$ cat src/rtl/fetch_unit.sv
// fetch_unit: owns the PC and issues single-outstanding word reads to instruction memory.
// It buffers returned words in a 2-entry FIFO and handles PC-relative redirects (optional MISALIGN_TRAP_EN).
module fetch_unit #(
  parameter int                       ADDRESS_WIDTH = 32,
  parameter int                       DATA_WIDTH    = 32,
  parameter logic [ADDRESS_WIDTH-1:0] RESET_PC      = 32'hBFC0_0000
) (
  input  logic                     clk,
  input  logic                     rst_n,
  output logic                     imem_req,
  output logic [ADDRESS_WIDTH-1:0] imem_addr,
  input  logic                     imem_gnt,
  input  logic                     imem_rvalid,
  input  logic [DATA_WIDTH-1:0]    imem_rdata,
  output logic                     instr_valid,
  output logic [DATA_WIDTH-1:0]    instr,
  output logic [ADDRESS_WIDTH-1:0] instr_pc,
  input  logic                     instr_ready,
  input  logic                     PCsrc,
  input  logic [ADDRESS_WIDTH-1:0] ImmOp,
  output logic                     misalign_err
);

  localparam logic [ADDRESS_WIDTH-1:0] PC_STEP    = ADDRESS_WIDTH'(4);
  localparam logic [ADDRESS_WIDTH-1:0] ALIGN_MASK = {{(ADDRESS_WIDTH-2){1'b1}}, 2'b00};

  logic [ADDRESS_WIDTH-1:0] r_pc;
  logic [ADDRESS_WIDTH-1:0] r_inflight_pc;
  logic                     r_out;
  logic                     r_drop;
  logic                     r_req;
  logic                     r_hv;
  logic [DATA_WIDTH-1:0]    r_h_instr;
  logic [ADDRESS_WIDTH-1:0] r_h_pc;
  logic                     r_tv;
  logic [DATA_WIDTH-1:0]    r_t_instr;
  logic [ADDRESS_WIDTH-1:0] r_t_pc;

  logic                     w_accept;
  logic                     w_resp;
  logic                     w_pop;
  logic                     w_redir;
  logic                     w_push;
  logic [ADDRESS_WIDTH-1:0] w_sum;
  logic [ADDRESS_WIDTH-1:0] w_target;
  logic                     w_trap;
  logic                     w_halted;

  logic [ADDRESS_WIDTH-1:0] w_pc_n;
  logic [ADDRESS_WIDTH-1:0] w_inflight_n;
  logic                     w_out_n;
  logic                     w_drop_n;
  logic                     w_req_n;
  logic                     w_halt_n;
  logic                     w_hv_n;
  logic [DATA_WIDTH-1:0]    w_hi_n;
  logic [ADDRESS_WIDTH-1:0] w_hp_n;
  logic                     w_tv_n;
  logic [DATA_WIDTH-1:0]    w_ti_n;
  logic [ADDRESS_WIDTH-1:0] w_tp_n;

  assign w_accept = r_req & imem_gnt;
  // A response with nothing outstanding (e.g. left over from before a reset) is ignored.
  assign w_resp   = imem_rvalid & r_out;
  assign w_pop    = r_hv & instr_ready;
  assign w_redir  = w_pop & PCsrc;
  assign w_push   = w_resp & ~r_drop & ~w_redir;
  assign w_sum    = r_h_pc + ImmOp;

`ifdef MISALIGN_TRAP_EN
  logic r_halt;
  logic r_mis;

  assign w_target     = w_sum;
  assign w_trap       = w_redir & (w_sum[1:0] != 2'b00);
  assign w_halted     = r_halt;
  assign misalign_err = r_mis;

  // Sticky trap state: set by a misaligned redirect, cleared only by reset.
  always_ff @(posedge clk or negedge rst_n) begin
    if (!rst_n) begin
      r_halt <= 1'b0;
      r_mis  <= 1'b0;
    end else begin
      r_halt <= w_halt_n;
      r_mis  <= r_mis | w_trap;
    end
  end
`else
  assign w_target     = w_sum & ALIGN_MASK;
  assign w_trap       = 1'b0;
  assign w_halted     = 1'b0;
  assign misalign_err = 1'b0;
`endif

  // PC, outstanding-request and drop bookkeeping.
  always_comb begin
    w_pc_n       = r_pc;
    w_inflight_n = r_inflight_pc;
    w_out_n      = r_out;
    w_drop_n     = r_drop;
    w_halt_n     = w_halted | w_trap;
    if (w_accept) begin
      w_out_n      = 1'b1;
      w_inflight_n = r_pc;
      w_pc_n       = r_pc + PC_STEP;
    end else begin
      w_inflight_n = r_inflight_pc;
    end
    if (w_resp) begin
      w_out_n  = 1'b0;
      w_drop_n = 1'b0;
    end else begin
      w_out_n = w_out_n;
    end
    // A redirect poisons whatever word is still to come back for the old stream.
    if (w_redir) begin
      w_pc_n = w_target;
      if (w_accept) begin
        w_drop_n = 1'b1;
      end else if (r_out && !imem_rvalid) begin
        w_drop_n = 1'b1;
      end else begin
        w_drop_n = w_drop_n;
      end
    end else begin
      w_pc_n = w_pc_n;
    end
  end

  // Two-entry shift FIFO: head feeds decode directly, tail only fills behind a held head.
  always_comb begin
    w_hv_n = r_hv;
    w_hi_n = r_h_instr;
    w_hp_n = r_h_pc;
    w_tv_n = r_tv;
    w_ti_n = r_t_instr;
    w_tp_n = r_t_pc;
    if (w_redir) begin
      w_hv_n = 1'b0;
      w_tv_n = 1'b0;
    end else begin
      case ({w_push, w_pop})
        2'b01: begin
          w_hv_n = r_tv;
          w_hi_n = r_t_instr;
          w_hp_n = r_t_pc;
          w_tv_n = 1'b0;
        end
        2'b10: begin
          if (!r_hv) begin
            w_hv_n = 1'b1;
            w_hi_n = imem_rdata;
            w_hp_n = r_inflight_pc;
          end else begin
            w_tv_n = 1'b1;
            w_ti_n = imem_rdata;
            w_tp_n = r_inflight_pc;
          end
        end
        2'b11: begin
          if (r_tv) begin
            w_hi_n = r_t_instr;
            w_hp_n = r_t_pc;
            w_ti_n = imem_rdata;
            w_tp_n = r_inflight_pc;
          end else begin
            w_hi_n = imem_rdata;
            w_hp_n = r_inflight_pc;
          end
        end
        default: begin
          w_hv_n = r_hv;
        end
      endcase
    end
    w_req_n = ~w_out_n & ~(w_hv_n & w_tv_n) & ~w_halt_n;
  end

  // State registers; every output below is taken straight from one of these.
  always_ff @(posedge clk or negedge rst_n) begin
    if (!rst_n) begin
      r_pc          <= RESET_PC;
      r_inflight_pc <= {ADDRESS_WIDTH{1'b0}};
      r_out         <= 1'b0;
      r_drop        <= 1'b0;
      r_req         <= 1'b0;
      r_hv          <= 1'b0;
      r_h_instr     <= {DATA_WIDTH{1'b0}};
      r_h_pc        <= {ADDRESS_WIDTH{1'b0}};
      r_tv          <= 1'b0;
      r_t_instr     <= {DATA_WIDTH{1'b0}};
      r_t_pc        <= {ADDRESS_WIDTH{1'b0}};
    end else begin
      r_pc          <= w_pc_n;
      r_inflight_pc <= w_inflight_n;
      r_out         <= w_out_n;
      r_drop        <= w_drop_n;
      r_req         <= w_req_n;
      r_hv          <= w_hv_n;
      r_h_instr     <= w_hi_n;
      r_h_pc        <= w_hp_n;
      r_tv          <= w_tv_n;
      r_t_instr     <= w_ti_n;
      r_t_pc        <= w_tp_n;
    end
  end

  assign imem_req    = r_req;
  assign imem_addr   = r_pc;
  assign instr_valid = r_hv;
  assign instr       = r_h_instr;
  assign instr_pc    = r_h_pc;

endmodule

$ cat config.mk
export PLATFORM = sky130hd
export DESIGN_NAME = fetch_unit
export DESIGN_NICKNAME = d
export VERILOG_FILES = /design/src/rtl/fetch_unit.sv
export SDC_FILE = /design/constraint.sdc
export NUM_CORES = 1
export LEC_CHECK = 0
export BUFFER_PORTS_ARGS = -buffer_cell sky130_fd_sc_hd__clkbuf_2
export CAP_MARGIN = 20
export CELL_PAD_IN_SITES_DETAIL_PLACEMENT = 2
export CELL_PAD_IN_SITES_GLOBAL_PLACEMENT = 2
export CORE_MARGIN = 3
export CORE_UTILIZATION = 35
export CTS_CLUSTER_DIAMETER = 30
export DETAILED_ROUTE_END_ITERATION = 7
export PLACE_DENSITY_LB_ADDON = 0.1
export SYNTH_ARGS = -nofsm -noshare
export SYNTH_HDL_FRONTEND = slang
export SYNTH_SLANG_ARGS = --single-unit
$ cat constraint.sdc
create_clock -name clk -period 3.35 [get_ports clk]
set_clock_uncertainty 0.15 [all_clocks]
set_input_delay 0.67 -clock clk [delete_from_list [all_inputs] [get_ports clk]]
set_output_delay 0.67 -clock clk [all_outputs]
set_load 0.005 [all_outputs]
==> qor.txt, run 1 <==
status: finished clean
count leader, synth: dfrtp_1
cell taking the most area after synthesis: dfrtp_1
hold-fix buffers at CTS: 0
critical path type: flip-flop to flip-flop
ys async rst share: 100%
Multi-input gate area: 0.00480 mm^2
NumNets Final: 1264
# setup viols final: 0
fmax: 0.333 GHz
Combinational Power Share: 45.3%
antenna cells: 0
vias in the first global route: 9206
total track usage: 21.9%
HPWL after DPL: 22.9 mm
Post-Synthesis Cells: 1008
ranking of synthesized cells by area: dfrtp_1 46%, mux2_2 7.2%, nand2_1 5.5%, a21oi_1 5.0%, a22oi_1 4.9%
sequential area share after synthesis: 48.3%
Avg Cell Area, Syn: 9.80 um^2
Distinct cells, synth: 67
row cnt: 60
total congestion overflow: 0
CP peak stage delay: 720 ps
CP Max Fanout: 22
Pre-antenna DRT Iters: 4
Pint: 7.01 mW
first-pass GRT wire length: 53.0 mm
Ports: 169
maximum vdd ir drop: 0.000299 V
final hold vios: 0
worst slew pin tran: 849 ps
Sw Share: 42.9%
synthesized flop and latch total: 190
Die Wd: 174 um
non-filler cells, final: 1545
mapped cell area: 0.00988 mm^2
Final Wtd Congestion: 0.774
initial antenna violation count: 1
Setup TNS Final: 0 ps
max-slew violations: 0
Iteration-0 DRC Markers: 330
top cell type's share of synthesized area: 45.9%
Clock Tree Root: clkbuf_16
most frequent CP cell: buf_4
DRT antenna net count: 0
CP max stage cell: a21oi_4
cells on worst reg2reg path: 8
pin count of the biggest net entering global routing: 87
clk_lat worst skew: 440 ps
Worst EP required: 3560 ps
CTS tree: yes
Power Dens Cells: 1030 mW/mm^2
hold slack: 0.808 ps
TritonCTS Buffers: 17
H-tree depth: 4
clock slew at reported path FFs: 80 ps
startpoint types: flip-flop
Post-Route WL: 32.5 mm
CP Cell Sequence: and3_1 > nor3_1 > buf_4 > ha_1 > a21oi_4 > buf_4 > a22oi_1 > a21oi_1
relative max-transition margin: 43.0%
CTS Buffer Depth: 2
detailed-route wire length per cell: 21.1 um
pre-CTS setup slack: 101 ps
launch point of the worst reg-to-reg path: instr_valid
Post-CTS Setup Repair Bufs: 0
Setup crit end kind: flip-flop
reg2reg end: instr[16]
layout cells sized above 1: 27.3%
fill cell count: 3022
Hold Path Class: input port to async pin
Net Sw Power: 5.26 mW
clock sinks: 190
Die ar.: 0.0303 mm^2
Remaining DRCs: 0
Reg2Reg Setup Slack: 350 ps
Initial Utilization: 36.1%
Flop pwr share: 36.4%
crit path DAT: 3210 ps
ys flop type: dfrtp_1
Tmin final: 3000 ps
RSZ-0062 raised after global routing: false
Core ar.: 0.0273 mm^2
DR vias/cell: 5.40
Placed Cells: 1513
Die Height: 174 um
power share of the clock group: 18.3%
Area Growth Syn to Fin: 20.2%
max_cap viols: 0
# port buffers: 165
Synth top cells by count: 181 x dfrtp_1, 145 x nand2_1, 98 x a21oi_1
final worst setup slack: 348 ps
Post-synth EDFFs: 0
yosys warns: 0
via count: 8349
Reg area: 0.00477 mm^2
Final Util: 43.4%
Final period util: 89.6%
Pleak: 5.44 nW
post-CTS sizing: 0
-- routing by layer --
| layer | share of wire, % | track usage [%] | wire (um) |
|---|---|---|---|
| met3 | 3.1 | 3.67 | 1010 |
| met1 | 48 | 30.6 | 15500 |
| met2 | 49 | 36.2 | 15900 |
| met5 | 0.025 | 0 | 8 |
| met4 | 0.62 | 3.82 | 202 |
-- critical path, delay by kind of cell (launching register included) --
kind,cells,cell delay (ps)
compound gates,3,1080
fa+ha+maj,1,280
buf+inv,2,540
flops,1,540
simple gates,2,310
-- cell type report --
class / count / area share [%]
clock buffers: 17 / 3.58
multi-input cells: 740 / 40.4
clock inverters: 15 / 1.86
repair buffers: 195 / 9.56
inverters: 16 / 0.506
well taps: 372 / 3.92
flip-flops and latches: 190 / 40.2
-- cells in the final DEF (no fill, tap or decap), types with 3 or more instances in the layout --
cell type and count:
o21a_1 3, a211oi_1 6, mux2_2 63, buf_4 24
xor2_1 22, nor2_1 97, inv_1 16, inv_8 3
a41oi_1 4, a22oi_1 64, nand3_1 24, conb_1 3
a221o_1 3, and3_1 7, buf_12 6, o211ai_1 3
xnor2_1 27, mux2i_1 4, dfstp_2 9, clkbuf_2 164
a31oi_1 4, o21bai_1 8, nand4_1 16, inv_12 5
ha_1 34, dfrtp_1 181, nor4_1 3, a21oi_1 97
a21o_1 11, clkinv_8 3, nor3_1 12, clkbuf_16 17
and2_1 5, nand2_1 145, a32o_1 3, o21ai_0 30
nor2b_1 3
-- power groups by stage --
stage	Clock, mW	Sequential (mW)	Combinational [mW]
finish	2.25	4.47	5.56
global route	2.42	4.66	6.25
CTS	2.30	4.48	5.63
detailed placement	0	4.51	5.55
global placement	0	4.46	5.32
floorplan	0	4.24	3.50
-- sequential cells by signal (all words and copies together) (netlist names) --
register,count
imem_addr,30
imem_req,1
instr,32
instr_pc,31
instr_valid,1
r_drop,1
r_inflight_pc,30
r_out,1
r_t_instr,32
r_t_pc,30
r_tv,1
-- cell families after synthesis --
group                      share of synthesized area (%)
buffers and inverters                               3.61
xor gates and xnor gates                            4.35
muxes                                               7.59
DFF                                                 48.3
and+or+nand+nor                                     14.7
other                                             0.0380
adders and majority gates                           4.31
AOI/OAI and AO/OA                                   17.2
-- per-stage QoR --
stage | total power, mW | cell area (um^2)
floorplan | 7.74 | 9880
CTS | 12.4 | 11900
global placement | 9.78 | 11200
detailed placement | 10.1 | 11200
global route | 13.3 | 11900
finish | 12.3 | 11900
-- how the worst max path moves through the flow --
| stage | from | endpoint | slack, ps | cells after the start |
|---|---|---|---|---|
| 2_1_floorplan | PCsrc | r_t_instr[0] | 100 | 9 |
| 3_3_place_gp | ImmOp[18] | imem_addr[30] | 200 | 9 |
| 3_5_place_dp | PCsrc | instr[22] | 100 | 9 |
| 4_1_cts | instr_valid | instr[16] | 320 | 8 |
| 5_1_grt | instr_valid | instr[16] | 150 | 8 |
| 6_report | instr_valid | instr[16] | 350 | 8 |
Power figures use the tool's default switching activity.
==> run 2: changes to the inputs <==
- ABC_AREA: unset -> 1
- CORE_UTILIZATION: 35 -> 33
- CTS_CLUSTER_DIAMETER: 30 -> unset
==> qor.txt, run 2 <==
clk_lat worst skew: 440 ps (about the same)
final hold vios: 0 (unchanged)
worst slew pin tran: 692 ps (-157 ps)
Final period util: 81.1% (-8.5 points)
Die Wd: 192 um (+10%)
clock sinks: 190 (unchanged)
first-pass GRT wire length: 68.2 mm (+29%)
Area Growth Syn to Fin: 17.2%
CTS tree: yes
cell taking the most area after synthesis: dfrtp_1
crit path DAT: 2910 ps (-300 ps)
max-slew violations: 0 (unchanged)
TritonCTS Buffers: 17 (unchanged)
row cnt: 67 (+12%)
Post-CTS Setup Repair Bufs: 0 (unchanged)
Avg Cell Area, Syn: 7.10 um^2 (-28%)
DRT antenna net count: 0 (unchanged)
total congestion overflow: 0 (unchanged)
Multi-input gate area: 0.00540 mm^2 (+13%)
vias in the first global route: 12153 (+32%)
sequential area share after synthesis: 41.7% (-6.6 points)
hold-fix buffers at CTS: 0 (unchanged)
Post-Route WL: 43.5 mm (+34%)
yosys warns: 0 (unchanged)
Post-Synthesis Cells: 1611 (+60%)
via count: 11273 (+35%)
# port buffers: 165 (unchanged)
mapped cell area: 0.0114 mm^2 (+16%)
CP peak stage delay: 490 ps (-230 ps)
RSZ-0062 raised after global routing: false
most frequent CP cell: nand2_2
Distinct cells, synth: 45 (-33%)
Worst EP required: 3540 ps (-20 ps)
# setup viols final: 0 (unchanged)
total track usage: 23.9% (+2.0 points)
antenna cells: 0 (unchanged)
layout cells sized above 1: 17.5% (-9.8 points)
Final Wtd Congestion: 0.835 (+7.9%)
CP Cell Sequence: nand2_2 > inv_2 > nand2_4 > nand2_2 > inv_1 > ha_1 > nand2_2 > o2111ai_4 > buf_12 > nand2_1 > o21ai_0
Power Dens Cells: 978 mW/mm^2 (-5.4%)
Tmin final: 2720 ps (-284 ps)
hold slack: 139 ps (+138 ps)
ys async rst share: 100% (unchanged)
relative max-transition margin: 53.8% (+11 points)
crit path buf inv count: 3 (+1)
startpoint types: flip-flop
pin count of the biggest net entering global routing: 101 (+16%)
Clock Tree Root: clkbuf_16
Initial Utilization: 33.8% (-2.4 points)
Pleak: 7.10 nW (+30%)
detailed-route wire length per cell: 19.6 um (-6.8%)
Final Power: 13.1 mW (+6.8%)
Die ar.: 0.0369 mm^2 (+22%)
top cell type's share of synthesized area: 39.6% (-6.3 points)
Pre-antenna DRT Iters: 4 (unchanged)
DR vias/cell: 5.08 (-5.9%)
count leader, synth: nand2_1
Ports: 169 (unchanged)
Post-synth EDFFs: 0 (unchanged)
Core ar.: 0.0339 mm^2 (+24%)
H-tree depth: 4 (unchanged)
Setup crit end kind: flip-flop
final worst setup slack: 633 ps (+284 ps)
Final Util: 39.6% (-3.9 points)
Remaining DRCs: 0 (unchanged)
Iteration-0 DRC Markers: 468 (+42%)
ranking of synthesized cells by area: dfrtp_1 40%, nand2_1 14%, inv_1 8.3%, nand3_1 6.2%, o21ai_0 5.1%
CP Max Fanout: 94 (+330%)
critical path type: flip-flop to flip-flop
synthesized flop and latch total: 190 (unchanged)
CTS Buffer Depth: 2 (unchanged)
most common cell after layout, fill and taps aside: nand2_1
post-CTS sizing: 0 (unchanged)
HPWL after DPL: 33.1 mm (+45%)
Reg area: 0.00477 mm^2 (unchanged)
fill cell count: 4100 (+36%)
maximum vdd ir drop: 0.000382 V (+28%)
CP max stage cell: dfrtp_1
ys flop type: dfrtp_1
Setup TNS Final: 0 ps (unchanged)
Die Height: 192 um (+10%)
NumNets Final: 1861 (+47%)
fmax: 0.368 GHz (+10%)
initial antenna violation count: 0 (-1)
most frequent cells in the layout: 415 x nand2_1, 254 x inv_1, 181 x dfrtp_1, 164 x clkbuf_2, 152 x nor2_1
pre-CTS setup slack: 422 ps (+321 ps)
Synth top cells by count: 418 x nand2_1, 254 x inv_1, 181 x dfrtp_1
Hold Path Class: input port to async pin
crit-path leading delay family: simple AND/OR/NAND/NOR gates
max_cap viols: 0 (unchanged)
clock slew at reported path FFs: 70 ps (about the same)
status: finished clean
==> run 2: cells by family after synthesis <==
kind of cell	count (synthesis)	share of synthesized area, %
other cells	1	0.0328
compound gates	238	11.7
fa+ha+maj	34	3.72
flops	190	41.7
xor+xnor	6	0.460
simple gates	821	31.0
buf+inv	321	11.4
==> run 2: layout make-up <==
type	count	share of cell area (%)
Tap cell	448	4.18
Clock inverter	12	1.20
Clock buffer	20	3.41
Timing Repair Buffer	189	8.13
Sequential cell	190	35.6
Multi-Input combinational cell	1102	40.3
Inverter	257	7.20
==> run 2: final timing paths <==
| kind | start | to | slack, ps | cells past startpoint |
|---|---|---|---|---|
| max in group asynchronous | rst_n | imem_addr[22] | 2120 | 2 |
| min in group clk | imem_rdata[17] | r_t_instr[17] | 320 | 3 |
| worst min-delay path | rst_n | imem_addr[30] | 140 | 1 |
| worst max register to register | instr_valid | r_t_pc[22] | 630 | 11 |
| worst min register to register | r_t_instr[9] | r_t_instr[9] | 340 | 2 |
| worst max-delay path | instr_valid | r_t_pc[22] | 630 | 11 |
==> run 2: stage by stage <==
stage	instance area, um^2	cells
floorplan	11400	1613
global placement	12800	2186
detailed placement	12800	2186
CTS	13400	2218
global route	13400	2218
finish	13400	2218
==> run 2: power breakdown <==
group | total, mW | switching, mW | internal (mW)
registers | 4.68 | 1.22 | 3.46
logic | 6.27 | 4.02 | 2.25
clock network | 2.16 | 0.937 | 1.22
total | 13.1 | 6.17 | 6.93
==> run 2: layer usage <==
layer	up-vias	part of all wire (%)	GRT usage, %
met3	40	3.0	2.54
met2	168	48	41.1
met5	-	0	0
li1	5398	-	-
met4	0	1.8	6.08
met1	5667	47	32.1
